### config.mk
export PLATFORM = sky130hd
export DESIGN_NAME = tt_scan_ctrl
export DESIGN_NICKNAME = d
export VERILOG_FILES = /design/src/rtl/tt_scan_ctrl_pkg.sv /design/src/rtl/tt_self_dual_chk.sv /design/src/rtl/tt_scan_ctrl.sv
export SDC_FILE = /design/constraint.sdc
export NUM_CORES = 1
export LEC_CHECK = 0
export BUFFER_PORTS_ARGS = -buffer_cell sky130_fd_sc_hd__buf_2
export CORE_UTILIZATION = 55
export CTS_CLUSTER_DIAMETER = 30
export DETAILED_ROUTE_END_ITERATION = 10
export GPL_TIMING_DRIVEN = 1
export PLACE_DENSITY_LB_ADDON = 0.25
export SYNTH_ARGS = -nofsm -noshare
export SYNTH_HDL_FRONTEND = slang
export SYNTH_HIERARCHICAL = 1
export SYNTH_SLANG_ARGS = --single-unit
### constraint.sdc
create_clock -name clk -period 2.8 [get_ports clk]
set_input_delay 0.14 -clock clk [delete_from_list [all_inputs] [get_ports clk]]
set_output_delay 0.14 -clock clk [all_outputs]
set_load 0.005 [all_outputs]
### src/rtl/tt_scan_ctrl_pkg.sv
// Shared types and helpers for the exhaustive truth-table scan controller
// and the classification harness that reuses the self-dual checker.
package tt_scan_ctrl_pkg;

   typedef enum logic [1:0] {
      StIdle,
      StScan,
      StCheck,
      StDone
   } scan_state_e;

   localparam int unsigned N_IN_DEF = 7;
   localparam int unsigned TT_W     = 2 ** N_IN_DEF;
   localparam int unsigned CNT_W    = N_IN_DEF + 1;

   // Largest table the fold helper accepts; narrower tables are zero-extended.
   localparam int unsigned MAX_N_IN = 10;
   localparam int unsigned MAX_TT_W = 2 ** MAX_N_IN;

   // f is self-dual iff every complementary pair (i, w-1-i) holds opposite values.
   function automatic logic self_dual_fold(input logic [MAX_TT_W-1:0] tt,
                                           input int unsigned         w);
      logic                sd;
      logic [MAX_N_IN-1:0] lo;
      logic [MAX_N_IN-1:0] hi;
      sd = (w != 0);
      lo = '0;
      hi = '0;
      for (int unsigned i = 0; i < MAX_TT_W; i++) begin
         if (i < w) begin
            lo = MAX_N_IN'(i);
            hi = MAX_N_IN'(w - 1 - i);
            sd = sd & (tt[lo] ^ tt[hi]);
         end
      end
      return sd;
   endfunction

endpackage

### src/rtl/tt_self_dual_chk.sv
// Combinational self-duality check over a complete truth table.
module tt_self_dual_chk #(
   parameter int unsigned W = 128
) (
   input  logic [W-1:0] tt,
   output logic         self_dual
);
   import tt_scan_ctrl_pkg::*;

   logic [MAX_TT_W-1:0] tt_ext;

   always_comb begin
      tt_ext = '0;
      tt_ext[W-1:0] = tt;
   end

   assign self_dual = self_dual_fold(tt_ext, W);

endmodule

### src/rtl/tt_scan_ctrl.sv
// Drives an N-input combinational network through every input vector, captures its
// truth table and reports onset count and self-duality over a valid/ready result port.
module tt_scan_ctrl
   import tt_scan_ctrl_pkg::*;
#(
   parameter int unsigned N_IN   = N_IN_DEF,
   parameter int unsigned SETTLE = 0
) (
   input  logic                   clk,
   input  logic                   rst_n,
   input  logic                   start,
   input  logic                   abort,
   output logic                   busy,
   output logic [N_IN-1:0]        x_out,
   input  logic                   f_in,
   output logic                   res_valid,
   input  logic                   res_ready,
   output logic [(1<<N_IN)-1:0]   res_tt,
   output logic [N_IN:0]          res_ones,
   output logic                   res_self_dual
);

   localparam int unsigned TtW = 1 << N_IN;
   localparam int unsigned CntW = N_IN + 1;
   localparam logic [3:0] SettleInit = 4'(SETTLE);
   localparam logic [N_IN-1:0] IdxLast = {N_IN{1'b1}};

   scan_state_e     state_q, state_d;
   logic [N_IN-1:0] idx_q, idx_d;
   logic [3:0]      settle_q, settle_d;
   logic [TtW-1:0]  acc_q, acc_d;
   logic [CntW-1:0] ones_q, ones_d;
   logic [TtW-1:0]  res_tt_q, res_tt_d;
   logic [CntW-1:0] res_ones_q, res_ones_d;
   logic            res_sd_q, res_sd_d;
   logic            res_valid_q, res_valid_d;
   logic            acc_self_dual;

   tt_self_dual_chk #(
      .W (TtW)
   ) u_sd_chk (
      .tt        (acc_q),
      .self_dual (acc_self_dual)
   );

   always_comb begin
      state_d     = state_q;
      idx_d       = idx_q;
      settle_d    = settle_q;
      acc_d       = acc_q;
      ones_d      = ones_q;
      res_tt_d    = res_tt_q;
      res_ones_d  = res_ones_q;
      res_sd_d    = res_sd_q;
      res_valid_d = res_valid_q;

      case (state_q)
         StIdle: begin
            if (start) begin
               state_d  = StScan;
               idx_d    = '0;
               settle_d = SettleInit;
               acc_d    = '0;
               ones_d   = '0;
            end
         end
         StScan: begin
            if (abort) begin
               state_d = StIdle;
               idx_d   = '0;
            end else if (settle_q == 4'd0) begin
               // Last cycle of this vector: sample, then step x_out on the same edge.
               acc_d[idx_q] = f_in;
               ones_d       = ones_q + CntW'(f_in);
               idx_d        = idx_q + N_IN'(1);
               settle_d     = SettleInit;
               if (idx_q == IdxLast) begin
                  state_d = StCheck;
               end
            end else begin
               settle_d = settle_q - 4'd1;
            end
         end
         StCheck: begin
            if (abort) begin
               state_d = StIdle;
               idx_d   = '0;
            end else begin
               res_tt_d    = acc_q;
               res_ones_d  = ones_q;
               res_sd_d    = acc_self_dual;
               res_valid_d = 1'b1;
               state_d     = StDone;
            end
         end
         StDone: begin
            if (res_ready) begin
               res_valid_d = 1'b0;
               state_d     = StIdle;
            end
         end
         default: begin
            state_d     = StIdle;
            idx_d       = '0;
            res_valid_d = 1'b0;
         end
      endcase
   end

   always_ff @(posedge clk or negedge rst_n) begin
      if (!rst_n) begin
         state_q     <= StIdle;
         idx_q       <= '0;
         settle_q    <= '0;
         acc_q       <= '0;
         ones_q      <= '0;
         res_tt_q    <= '0;
         res_ones_q  <= '0;
         res_sd_q    <= 1'b0;
         res_valid_q <= 1'b0;
      end else begin
         state_q     <= state_d;
         idx_q       <= idx_d;
         settle_q    <= settle_d;
         acc_q       <= acc_d;
         ones_q      <= ones_d;
         res_tt_q    <= res_tt_d;
         res_ones_q  <= res_ones_d;
         res_sd_q    <= res_sd_d;
         res_valid_q <= res_valid_d;
      end
   end

   assign busy          = (state_q != StIdle);
   assign x_out         = idx_q;
   assign res_valid     = res_valid_q;
   assign res_tt        = res_tt_q;
   assign res_ones      = res_ones_q;
   assign res_self_dual = res_sd_q;

endmodule

==> summary.md <==
| Metric | Value |
|---|---|
| Status | `complete, no violations` |
| # IOs | `152` |
| DRT Pass-1 Iters | `5` |
| Synthesized area | `13330 sq um` |
| Mapped Nets | `1141` |
| Vias per inst | `6.028` |
| Htree depth | `2` |
| Register area share after synthesis | `53.88%` |
| Worst hold slack | `0.02244 ns` |
| Reg-to-reg startpoint | `settle_q[0]` |
| Final hold viol count | `0` |
| Die area | `24860 sq um` |
| Final Cell Area | `16430 sq um` |
| Worst Hold Depth | `3` |
| Total Wirelength | `35430 um` |
| Final Cycle Share | `94.72%` |
| Min-Delay Startpoint | `start` |
| Setup WS pre-CTS | `0.1604 ns` |
| Max Cap Violations | `0` |
| Lkg Pwr | `7.963 nW` |
| Mapped Avg Cell Area | `11.80 sq um` |
| Starting DRC count in detailed routing | `876` |
| Max IR drop VDD | `0.5642 mV` |
| Ys Warns | `6` |
| Fill count | `1725` |
| Vias in the first global route | `9562` |
| R2r setup slk | `0.15 ns` |
| Net Sw Frac | `27.53%` |
| Peak Freq | `0.3770 GHz` |
| Layout area overhead | `23.25%` |
| Comb power frac | `13.3%` |
| Dpl cell area | `14400 sq um` |
| Slew headroom | `49.18%` |
| DP HPWL | `22850 um` |
| Final setup fails | `0` |
| Largest net degree at the start of global routing | `90` |
| Internal power | `0.009545 W` |
| Pwr Total | `0.01317 W` |
| Clock sink count | `287` |
| Global-route wire length before repair | `54900 um` |
| CTS root buffer | `clkbuf_16` |
| Global route hottest layer | `met2` |
| Nets | `1277` |
| Grt met3 use | `6.543%` |
| Max Slew Vio Count | `0` |
| CP max-delay cell | `a221o_2` |
| Overflow after GRT | `0` |
| Critical Path, Cell by Cell | `inv_1 > ha_1 > or3b_1 > a221o_2 > buf_12 > o311ai_0 > o31ai_1` |
| M2 GR Usage | `44.45%` |
| Clk slew on worst S/H paths | `0.06 ns` |
| GRT Total Usage | `29.11%` |
| Clk pwr share | `53.5%` |
| Post-synth cell types | `42` |
| Met1 Track Usage GR | `40.37%` |
| Slowest Stage Delay on Critical Path | `0.49 ns` |
| Core Rows | `56` |
| Fin crit period | `2.652 ns` |
| Worst Max-Slew Pin Slew | `0.7623 ns` |
| Worst reg2reg path depth | `7` |
| Number of setup buffers added after CTS | `0` |
| Pwr dens | `801.7 nW/um^2` |
| Clock Latency Late Sink | `0.55 ns` |
| Setup_tns | `0 ns` |
| Max clock buf depth | `3` |
| Worst setup path startpoint | `settle_q[0]` |
| Drc violations | `0` |
| Wire per inst | `21.72 um` |
| Sequential cell fraction of total power | `33.2%` |
| Chip height | `157.7 um` |
| Synth Register Bits | `287` |
| Sw power | `0.003626 W` |
| Worst r2r dst | `acc_q[28]` |
| Post_cts resized | `0` |
| CTS Buf Count | `54` |
| Worst Hold Endpoint | `state_q[0]` |
| Share of layout cells above drive strength 1 | `32.55%` |
| Worst setup SP type | `flip-flop` |
| Die width | `157.7 um` |
| Critical path type | `reg -> reg` |
| Antenna-violating nets left | `0` |
| CTS tree | `done` |
| Arr. time, crit path | `3.06 ns` |
| Final worst slack | `0.1478 ns` |
| I/O Buffers | `151` |
| Antenna cells | `0` |
| RSZ-0062 raised after global routing | `no` |
| GPL Wtd Cong | `0.8412` |
| Worst Hold Class | `in -> reg` |
| Worst clock skew | `0.01473 ns` |
| CP max FO | `64` |
| Core area | `23610 sq um` |
| Starting Density | `56.45%` |
| WP data required | `3.21 ns` |
| CP Capture Type | `flip-flop` |
| Initial antenna violation count | `0` |
| Syn Inst Count | `1130` |
| Routed via count | `9832` |
-- cells in the mapped netlist --
| cell | count | area (sq um) |
|---|---|---|
| a21o_1 | 2 | 15.01 |
| and4_1 | 1 | 8.760 |
| buf_1 | 3 | 11.26 |
| and3_1 | 2 | 12.51 |
| o31a_1 | 1 | 8.760 |
| clkbuf_1 | 86 | 322.8 |
| and2_1 | 4 | 25.02 |
| o311ai_0 | 32 | 280.3 |
| nor3b_1 | 2 | 15.01 |
| inv_1 | 5 | 18.77 |
| nor4b_1 | 30 | 262.8 |
| ha_1 | 5 | 62.56 |
| nor4b_2 | 2 | 30.03 |
| mux2_2 | 137 | 1543 |
| o31ai_1 | 39 | 292.8 |
| buf_2 | 6 | 30.03 |
| buf_6 | 3 | 33.78 |
| mux2i_1 | 96 | 960.9 |
| nand3b_1 | 4 | 30.03 |
| o22ai_1 | 1 | 6.260 |
| a221o_1 | 1 | 10.01 |
| or3b_2 | 4 | 35.03 |
| a21oi_1 | 7 | 35.03 |
| a221oi_2 | 1 | 15.01 |
| or3_1 | 6 | 37.54 |
| or2_2 | 1 | 6.260 |
| nor4_2 | 1 | 12.51 |
| xnor2_1 | 64 | 560.5 |
| nor2_1 | 42 | 157.7 |
| o21ai_0 | 17 | 85.08 |
| dfrtp_1 | 287 | 7182 |
| nand2_1 | 119 | 446.7 |
| or4_1 | 2 | 15.01 |
| nand3_1 | 44 | 220.2 |
| or3b_1 | 1 | 8.760 |
| nand2b_1 | 4 | 25.02 |
| o22a_1 | 3 | 26.28 |
| nand4_1 | 7 | 43.79 |
| nor2b_1 | 6 | 37.54 |
| nor3_1 | 4 | 20.02 |
| nand4b_1 | 32 | 280.3 |
| nor4_1 | 16 | 100.1 |
-- power by group through the flow --
stage / Clock (W) / Combinational [W] / Sequential (W)
floorplan: 0 / 0.00123 / 0.00436
global placement: 0 / 0.00170 / 0.00443
detailed placement: 0 / 0.00171 / 0.00444
CTS: 0.00711 / 0.00172 / 0.00437
global route: 0.00731 / 0.00186 / 0.00439
finish: 0.00705 / 0.00175 / 0.00437
-- cell type report --
type                    instances  area [sq um]  area share, %
flip-flops and latches        287          7184          43.73
multi-input cells             740          5767          35.10
clock buffers                  64          1483          9.024
repair buffers                178          1049          6.382
clock inverters                38         529.3          3.221
well taps                     319         399.1          2.429
inverters                       5         18.77         0.1142
-- timing repair --
action                                  4_1_cts  5_1_grt
hold endpoints to repair                     85        0
hold buffers                                  2        0
endpoints found under the setup margin        0        0
-- critical path: cells and delay by family (launching register included) --
family	cells	cell delay, ns
AO/OA/AOI/OAI	3	1.12
flip-flops	1	0.41
buffers and inverters	2	0.33
adder cells (fa/ha/maj)	1	0.15
AND/OR/NAND/NOR	1	0.46
-- cell usage in the layout, fill, tap and decap left out, drive strengths merged, types with 19 or more instances in the layout --
master,count
o31ai,39
nand3,44
nand4b,32
clkinv,19
o311ai,32
buf,176
clkbuf,64
mux2,137
nor2,42
dfrtp,287
xnor2,64
nand2,119
mux2i,96
nor4b,32
-- through the flow --
step | std cells | util [%]
finish | 1631 | 69.58
global route | 1631 | 69.58
CTS | 1631 | 69.58
detailed placement | 1527 | 60.97
global placement | 1527 | 60.97
floorplan | 1130 | -
-- metal layers --
metal | vias up | part of all wire, %
met4 | 0 | 3.3
met1 | 4957 | 43
met3 | 76 | 7.2
met2 | 409 | 47
met5 | - | 0
li1 | 4390 | -
-- cell families (layout without fill, tap and decap cells) --
| kind of cell | after synthesis | count (layout) | synth area share [%] |
|---|---|---|---|
| AOI/OAI and AO/OA | 104 | 104 | 5.810 |
| xor gates and xnor gates | 64 | 64 | 4.205 |
| adders and majority gates | 5 | 5 | 0.4693 |
| buffers and inverters | 103 | 285 | 3.126 |
| DFF | 287 | 287 | 53.88 |
| muxes | 233 | 233 | 18.78 |
| and+or+nand+nor | 334 | 334 | 13.73 |
-- registers in the layout, summed over array words and instances (netlist names) --
signal,count
acc_q,128
res_ones,8
state_q,2
settle_q,4
res_tt,128
x_out,7
res_valid,1
ones_q,8
res_self_dual,1
-- how the worst max path moves through the flow --
| stage | endpoint | depth (start not counted) |
|---|---|---|
| after floorplan | acc_q[0] | 9 |
| after global placement | acc_q[101] | 7 |
| after detailed placement | acc_q[28] | 7 |
| after CTS | acc_q[28] | 7 |
| after global routing | acc_q[39] | 7 |
| final | acc_q[28] | 7 |
Note: power is estimated with default switching activity, not from simulation.
